==> src/rtl/cpu_pkg.sv <==
// Constants shared across the CPU front end.
package cpu_pkg;

  localparam logic [31:0] RESET_PC = 32'h0040_0000;
  localparam logic [31:0] NOP_INST = 32'h0000_0013;

endpackage

==> src/rtl/fetch_fifo.sv <==
// Synchronous FIFO with a clear port; pointers carry one extra wrap bit to
// distinguish full from empty. DEPTH must be a power of two, >= 2.
module fetch_fifo #(
  parameter int W     = 32,
  parameter int DEPTH = 4,
  localparam int AW   = $clog2(DEPTH)
) (
  input  logic          clk,
  input  logic          rst,
  input  logic          flush,
  input  logic          push,
  input  logic [W-1:0]  push_data,
  input  logic          pop,
  output logic [W-1:0]  pop_data,
  output logic [AW:0]   count
);

  logic [W-1:0] mem [DEPTH];
  logic [AW:0]  wr_ptr;
  logic [AW:0]  rd_ptr;
  logic         full;
  logic         empty;
  logic         push_ok;
  logic         pop_ok;

  assign count   = wr_ptr - rd_ptr;
  assign empty   = (wr_ptr == rd_ptr);
  assign full    = (wr_ptr[AW] != rd_ptr[AW]) && (wr_ptr[AW-1:0] == rd_ptr[AW-1:0]);
  assign push_ok = push && !full;
  assign pop_ok  = pop && !empty;

  assign pop_data = mem[rd_ptr[AW-1:0]];

  always_ff @(posedge clk or negedge rst) begin
    if (!rst) begin
      wr_ptr <= '0;
      rd_ptr <= '0;
    end else if (flush) begin
      wr_ptr <= '0;
      rd_ptr <= '0;
    end else begin
      if (push_ok) wr_ptr <= wr_ptr + 1'b1;
      if (pop_ok)  rd_ptr <= rd_ptr + 1'b1;
    end
  end

  always_ff @(posedge clk) begin
    if (push_ok && !flush) mem[wr_ptr[AW-1:0]] <= push_data;
  end

endmodule

==> src/rtl/if_fetch_queue.sv <==
// Instruction fetch queue: issues credit-limited imem requests, pairs in-order
// responses with their request address, and drops responses orphaned by a flush.
module if_fetch_queue
  import cpu_pkg::*;
#(
  parameter int WIDTH   = 32,
  parameter int DEPTH   = 4,
  parameter int MAX_OUT = 2
) (
  input  logic             clk,
  input  logic             rst,
  input  logic [WIDTH-1:0] pc,
  output logic             pc_en,
  input  logic             flush,
  output logic             imem_req_valid,
  input  logic             imem_req_ready,
  output logic [WIDTH-1:0] imem_addr,
  input  logic             imem_rsp_valid,
  input  logic [WIDTH-1:0] imem_rsp_data,
  output logic             id_valid,
  input  logic             id_ready,
  output logic [WIDTH-1:0] id_pc,
  output logic [WIDTH-1:0] id_inst
);

  localparam int QAW = $clog2(DEPTH);
  localparam int CW  = $clog2(MAX_OUT) + 1;

  logic [QAW:0]         q_cnt;
  logic [CW-1:0]        out_cnt;
  logic [CW-1:0]        drop_cnt;
  logic [WIDTH-1:0]     tag_pc;
  logic [2*WIDTH-1:0]   q_head;
  logic                 rsp_take;
  logic                 q_pop;

  // Drops still occupy the memory pipeline, so they count against MAX_OUT;
  // outstanding requests reserve queue space so a response never overflows it.
  assign imem_req_valid = rst && !flush
                          && (int'(out_cnt) + int'(drop_cnt) < MAX_OUT)
                          && (int'(q_cnt) + int'(out_cnt) < DEPTH);
  assign pc_en     = imem_req_valid && imem_req_ready;
  assign imem_addr = pc;

  assign rsp_take = imem_rsp_valid && (drop_cnt == '0) && !flush;
  assign q_pop    = id_valid && id_ready && !flush;

  // The tag FIFO occupancy is exactly the number of live outstanding requests.
  fetch_fifo #(.W(WIDTH), .DEPTH(MAX_OUT)) u_tag (
    .clk       (clk),
    .rst       (rst),
    .flush     (flush),
    .push      (pc_en),
    .push_data (pc),
    .pop       (rsp_take),
    .pop_data  (tag_pc),
    .count     (out_cnt)
  );

  fetch_fifo #(.W(2*WIDTH), .DEPTH(DEPTH)) u_queue (
    .clk       (clk),
    .rst       (rst),
    .flush     (flush),
    .push      (rsp_take),
    .push_data ({tag_pc, imem_rsp_data}),
    .pop       (q_pop),
    .pop_data  (q_head),
    .count     (q_cnt)
  );

  always_ff @(posedge clk or negedge rst) begin
    if (!rst) begin
      drop_cnt <= '0;
    end else if (flush) begin
      drop_cnt <= drop_cnt + out_cnt - CW'(imem_rsp_valid);
    end else if (imem_rsp_valid && (drop_cnt != '0)) begin
      drop_cnt <= drop_cnt - 1'b1;
    end
  end

  assign id_valid = (q_cnt != '0);
  assign id_pc    = id_valid ? q_head[2*WIDTH-1:WIDTH] : '0;
  assign id_inst  = id_valid ? q_head[WIDTH-1:0]       : '0;

  always @(posedge clk) begin
    if (rst && imem_rsp_valid) assert ((out_cnt != '0) || (drop_cnt != '0));
  end

endmodule

==> config.mk <==
export PLATFORM = sky130hd
export DESIGN_NAME = if_fetch_queue
export DESIGN_NICKNAME = d
export VERILOG_FILES = /design/src/rtl/cpu_pkg.sv /design/src/rtl/fetch_fifo.sv /design/src/rtl/if_fetch_queue.sv
export SDC_FILE = /design/constraint.sdc
export NUM_CORES = 1
export LEC_CHECK = 0
export BUFFER_PORTS_ARGS = -buffer_cell sky130_fd_sc_hd__buf_4
export CAP_MARGIN = 20
export CORE_MARGIN = 2
export CORE_UTILIZATION = 45
export CTS_CLUSTER_DIAMETER = 200
export DETAILED_ROUTE_END_ITERATION = 8
export GPL_ROUTABILITY_DRIVEN = 0
export SLEW_MARGIN = 25
export SYNTH_ARGS = -nofsm -noshare
export SYNTH_HDL_FRONTEND = slang
export SYNTH_SLANG_ARGS = --single-unit
export TNS_END_PERCENT = 100
==> constraint.sdc <==
create_clock -name clk -period 6.6 [get_ports clk]
set_input_delay 1.32 -clock clk [delete_from_list [all_inputs] [get_ports clk]]
set_output_delay 1.32 -clock clk [all_outputs]
set_load 0.01 [all_outputs]
* Word-level counts from Yosys, hierarchy flattened
Memory sizes are Yosys's and may differ from the RTL's.
Index checks and enable logic that the tools add are counted.
** Operators by class
- Reductions and logical operators :: 30
- Order comparisons :: 2
- Equality and inequality tests :: 6
- Mux-type cells :: 16
- Add/sub/neg operators :: 11
** Operators by type and width (count)
- 32-bit 2-to-1 mux :: 2
- 1-bit logical AND :: 17
- 2-bit 2-to-1 mux :: 6
- 3-bit 2-to-1 mux :: 4
- 2-bit nonzero test :: 6
- 3-bit by 1-bit adder with 3-bit output (second input constant) :: 2
- 1-bit logical NOT :: 5
- 2-bit by 1-bit adder with 2-bit output (second input constant) :: 2
- 3-bit by 2-bit adder with 4-bit output :: 1
- 2-bit == test :: 2
- 4-bit by 3-bit < comparator with 1-bit output (second input constant) :: 1
- 1-bit 2-to-1 mux :: 4
- 2-bit by 2-bit adder with 3-bit output :: 1
- 3-bit == test :: 1
- 3-bit by 2-bit < comparator with 1-bit output (second input constant) :: 1
- 3-bit nonzero test :: 1
- 3-bit subtractor :: 1
- 2-bit adder :: 1
- 2-bit logical NOT :: 1
- 1-bit inequality test :: 2
- 2-bit by 1-bit subtractor with 2-bit output :: 1
- 2-bit by 1-bit subtractor with 2-bit output (second input constant) :: 1
- 2-bit subtractor :: 1
- 1-bit == test :: 1
** Storage, ports and cells
- Memories :: 2
- Bits of input ports :: 70
- Output and inout port bits :: 99
- Logic and storage cells :: 72
- Memory bits (writable) :: 320
- Flip-flop bits (word level) :: 12
** Memory list
- u_queue.mem :: depth 4, bits a word 64, rd ports 1, clocked after Yosys merged registers in 0, wr ports 1, line fetch_fifo.sv:18 : logic [W-1:0] mem [DEPTH];
- u_tag.mem :: depth 2, bits a word 32, rd ports 1, clocked after Yosys merged registers in 0, wr ports 1, line fetch_fifo.sv:18

* Depth between registers and ports, before layout
- Depth in word-level cells :: 10
- Depth in mapped cells :: 9
- Depth with buffers taken out :: 9

* By module
Synthesis repeated with hierarchy kept, for this count alone.
** Unflattened totals
- Cells, all modules :: 662
- Area, all modules :: 13435.4 um2
** By module, submodules not included
- fetch_fifo at u_queue :: area each 9841.9 um2, instances 1, cells each 397, sequential area each 7837.5 um2
- fetch_fifo at u_tag :: area each 2616.3 um2, instances 1, cells each 133, sequential area each 2021.9 um2
- if_fetch_queue :: area each 977.2 um2, instances 1, cells each 132, sequential area each 50.0 um2

* Worst setup path after synthesis
Ideal clock, no wire load.
- Kind :: register to register
- Start point :: register u_queue.rd_ptr[1]
- End point :: memory u_tag.mem[0][0], enable pin
- Cell stages (with the launch flop) :: 10
- Data required time :: 6179 ps
- Setup time :: 421 ps
- Arrival :: 3733 ps
- Path buffers :: 2
- Clock period less this slack :: 4155 ps
- Setup slack :: 2445 ps
- Cells stage by stage :: dfrtp_1 > buf_2 > buf_1 > inv_1 > fa_1 > ha_1 > nor3b_1 > nor4_4 > nand3_1 > nor2_1
** On the way
- Longest elaborated chain between the ends :: 9
** Ends and longest elaborated chain
- from (decl) :: line fetch_fifo.sv:20 : logic [AW:0] rd_ptr;
- from (signal assigned) :: line fetch_fifo.sv:43 : if (pop_ok) rd_ptr <= rd_ptr + 1'b1;
- 3-bit subtractor :: line fetch_fifo.sv:26 : assign count = wr_ptr - rd_ptr;
- 3-bit by 2-bit adder with 4-bit output :: line if_fetch_queue.sv:41 : && (int'(q_cnt) + int'(out_cnt) < DEPTH);
- 4-bit by 3-bit < comparator with 1-bit output :: line if_fetch_queue.sv:41
- 1-bit logical AND :: line if_fetch_queue.sv:41
- named net imem_req_valid :: line if_fetch_queue.sv:15 : output logic imem_req_valid,
- 1-bit logical AND :: line if_fetch_queue.sv:42 : assign pc_en = imem_req_valid && imem_req_ready;
- 1-bit logical AND :: line fetch_fifo.sv:29 : assign push_ok = push && !full;
- 1-bit logical AND :: line fetch_fifo.sv:48 : if (push_ok && !flush) mem[wr_ptr[AW-1:0]] <= push_data;
- 1-bit 2-to-1 mux :: line fetch_fifo.sv:48
- 1-bit 2-to-1 mux (implied by the code) :: line fetch_fifo.sv:48
- to (decl) :: line fetch_fifo.sv:18
The timed path passes the listed nets, and every way through them passes these cells.

* Worst setup path in the final report
- Start point :: register u_queue.rd_ptr[0]
- End point :: output port id_pc[20]
** On the way
- Longest elaborated chain between the ends :: 3
- Elaborated cells between the ends (all ways) :: 4
- Those cells by class :: 1 x add/sub; 1 x mux; 1 x reduce/logical; 1 x memory
** Ends and longest elaborated chain
- 3-bit subtractor :: line fetch_fifo.sv:26
- 3-bit nonzero test :: line if_fetch_queue.sv:81 : assign id_valid = (q_cnt != '0);
- 32-bit 2-to-1 mux (*) :: line if_fetch_queue.sv:82 : assign id_pc = id_valid ? q_head[2*WIDTH-1:WIDTH] : '0;
- to (decl) :: line if_fetch_queue.sv:22 : output logic [WIDTH-1:0] id_pc,
Mark *: on every way between the ends. The rest lies on a longest branch, timed or not.

==> results.ini <==
[finish]
final_core_util_pct=54.83
design_area_mm2=0.01578
drive_gt1_share_pct=40.93
diodes=0
area_growth_pct=19.87
nets=881

[synth]
syn_inst=639
synthArstFlopShare_pct=3.614
synth.largest_area_cell=edfxtp_1
synth.most_common_cell=edfxtp_1
synth_top_area_share_pct=73.00
ys_types=35
avgSynthCellArea_um2=20.60
synth_edf_count=320
synthTopCellsByCount=edfxtp_1 (320), mux4_2 (64), nor2b_1 (40)
ys.flop_type=edfxtp_1
yosysWarnings=0
synth_seq_cells=332
synth.area.top_cells=edfxtp_1 (73%), mux4_2 (11%), mux2_2 (2.8%)
seq_area_frac_synth_pct=75.28
syn_area_mm2=0.01316
synthesis.nets=724

[floorplanning]
core_mm2=0.02878
pin_count=169
start_util_pct=45.74
die_y_um=175.0
die_w_um=175.0
die_area_mm2=0.03064
num_rows=62

[worst_setup_path]
worstPathCellList=ha_1 > inv_1 > fa_1 > xnor3_2 > nor2_4 > buf_4 > and2b_1 > buf_4
cp_max_fo=32
endpoint_kind=output pin
slowest_stage=dfrtp_4
crit_path_max_incr_delay_ps=870
crit_type=reg -> out
cp.required_ps=5280
path_common_cell=buf_4
start_kind=register
cp.arrival_ps=3590

[route]
vias=6275
drt_pre_antenna_iters=6
routedWlPerCell_um=20.24
wirelength_mm=24.40
drcViolationCount=0
drt_iter0_markers=398
viasPerCell=5.207
antenna_left=0

[clock_tree]
cts_buffer_depth=3
h-tree-depth=2
clk_pin_slew_ps=60
post_cts_buffers=0
clk_latency_ps=510
cts_tree=done
cts_resized=0
cts.sinks=332
cts-root-buf=clkbuf_16
cts_buffers=36
hold_buffers=0

[timing]
drv_slew=0
max_freq_mhz=203.8
layout_min_cycle_time_ps=4907
rsz0062_at_grt=false
holdWs_ps=536.8
fin_setup_tns_ps=0
finClkSkew_ps=18.78
period_share_pct=74.35
max-slew-margin-rel_pct=37.21
finalSetupViolations=0
max_slew.worst_pin.slew_ps=941.9
finalHoldViolations=0

[power_and_ir_drop]
pwr-share-seq_pct=48.9
p_int_mw=3.816
ir_drop_uv=214.9
power_switching_share_pct=23.84
leakage_nw=5.454
p_per_area_mw_per_mm2=317.5
clkPwrFrac_pct=35.7
power_mw=5.010
power_frac_comb_pct=15.4
p_switching_mw=1.194

[flow_run]
drv_cap=0

[global_routing]
antenna_found_initial=1
track_usage_pct=16.07
overflow=0
grt_pass1_vias=6720
grt_pass1_wl_mm=37.43
grt_max_degree=67

[place]
placed_cell_area_mm2=0.01471
post-dp-hpwl_mm=14.31
port_buffers=168

[status]
status=finished, final reports clean

[hold_path]
hold_class=reg -> reg

## registers in the layout, indices dropped and copies added (netlist names)
signal,flops
u_tag.wr_ptr,2
u_queue.rd_ptr,3
u_tag.rd_ptr,2
u_tag.mem,64
u_queue.mem,256
u_queue.wr_ptr,3
drop_cnt,2
## worst max-delay path, delay by kind of cell (launching register included)
| family | cells | cell delay [ps] |
|---|---|---|
| simple gates | 2 | 670 |
| buf+inv | 3 | 610 |
| xor+xnor | 1 | 290 |
| fa+ha+maj | 2 | 620 |
| flops | 1 | 870 |
## stage by stage
step           setup WS, ps  std cells
3_3_place_gp           2168       1137
2_1_floorplan          2445        639
6_report               1693       1205
4_1_cts                1528       1204
5_1_grt                1386       1205
3_5_place_dp           2082       1141
## layout by cell type (no fill, tap or decap), types with 4 or more instances in the layout
master / n
inv_1: 13
nand2_1: 7
buf_12: 4
clkbuf_16: 37
and2b_1: 24
clkinv_1: 7
dfrtp_1: 9
mux4_2: 64
clkinv_2: 7
mux2_2: 33
nor2_1: 7
nor2b_1: 40
o21ai_0: 5
ha_1: 13
xor2_1: 6
clkbuf_1: 8
edfxtp_1: 320
buf_4: 173
## final cells by class
| cell class | instances | area [um2] |
|---|---|---|
| clock buffer | 45 | 955.9 |
| clock inverter | 18 | 96.34 |
| fill | 2244 | 13000 |
| inverter | 14 | 53.80 |
| multi-input combinational | 234 | 2868 |
| sequential | 332 | 9918 |
| tap | 384 | 480.5 |
| timing repair buffer | 178 | 1406 |
## kinds of logic (layout without fill, tap and decap cells)
logic type                 count (synthesis)  count (layout)  share of synthesized area (%)
DFF                                      332             332                          75.28
muxes                                    100             100                          14.00
and+or+nand+nor                           96              96                          4.657
buffers and inverters                     73             255                          3.108
adders and majority gates                 15              15                          1.540
AOI/OAI and AO/OA                         14              14                         0.7033
xor gates and xnor gates                   9               9                         0.7129
## worst paths after layout
check / startpoint / endpoint / slack [ps] / depth (start not counted)
max: u_queue.rd_ptr[0]$_DFFE_PN0P_ / id_pc[20] / 1690 / 8
min: u_tag.wr_ptr[1]$_DFFE_PN0P_ / u_tag.wr_ptr[1]$_DFFE_PN0P_ / 540 / 1
max reg2reg: u_tag.rd_ptr[0]$_DFFE_PN0P_ / u_tag.mem[0][16]$_DFFE_PP_ / 2660 / 9
min reg2reg: u_tag.wr_ptr[1]$_DFFE_PN0P_ / u_tag.wr_ptr[1]$_DFFE_PN0P_ / 540 / 1
max in group asynchronous: rst / u_queue.rd_ptr[1]$_DFFE_PN0P_ / 5750 / 1
min in group asynchronous: rst / u_tag.wr_ptr[1]$_DFFE_PN0P_ / 650 / 1
## power by group through the flow
stage	Sequential, mW	Combinational (mW)	Clock (mW)
2_1_floorplan	2.48	0.446	0
3_3_place_gp	2.49	0.760	0
3_5_place_dp	2.50	0.791	0
4_1_cts	2.45	0.795	1.84
5_1_grt	2.46	0.846	1.92
6_report	2.45	0.772	1.79
## per-layer routing
metal	vias up	wire length [um]	track usage (%)
li1	2798	-	-
met3	45	1161	2.763
met2	201	11870	26.66
met1	3231	10800	21.97
met4	0	557	4.826
met5	-	0	0
(Power assumes the default switching activity.)
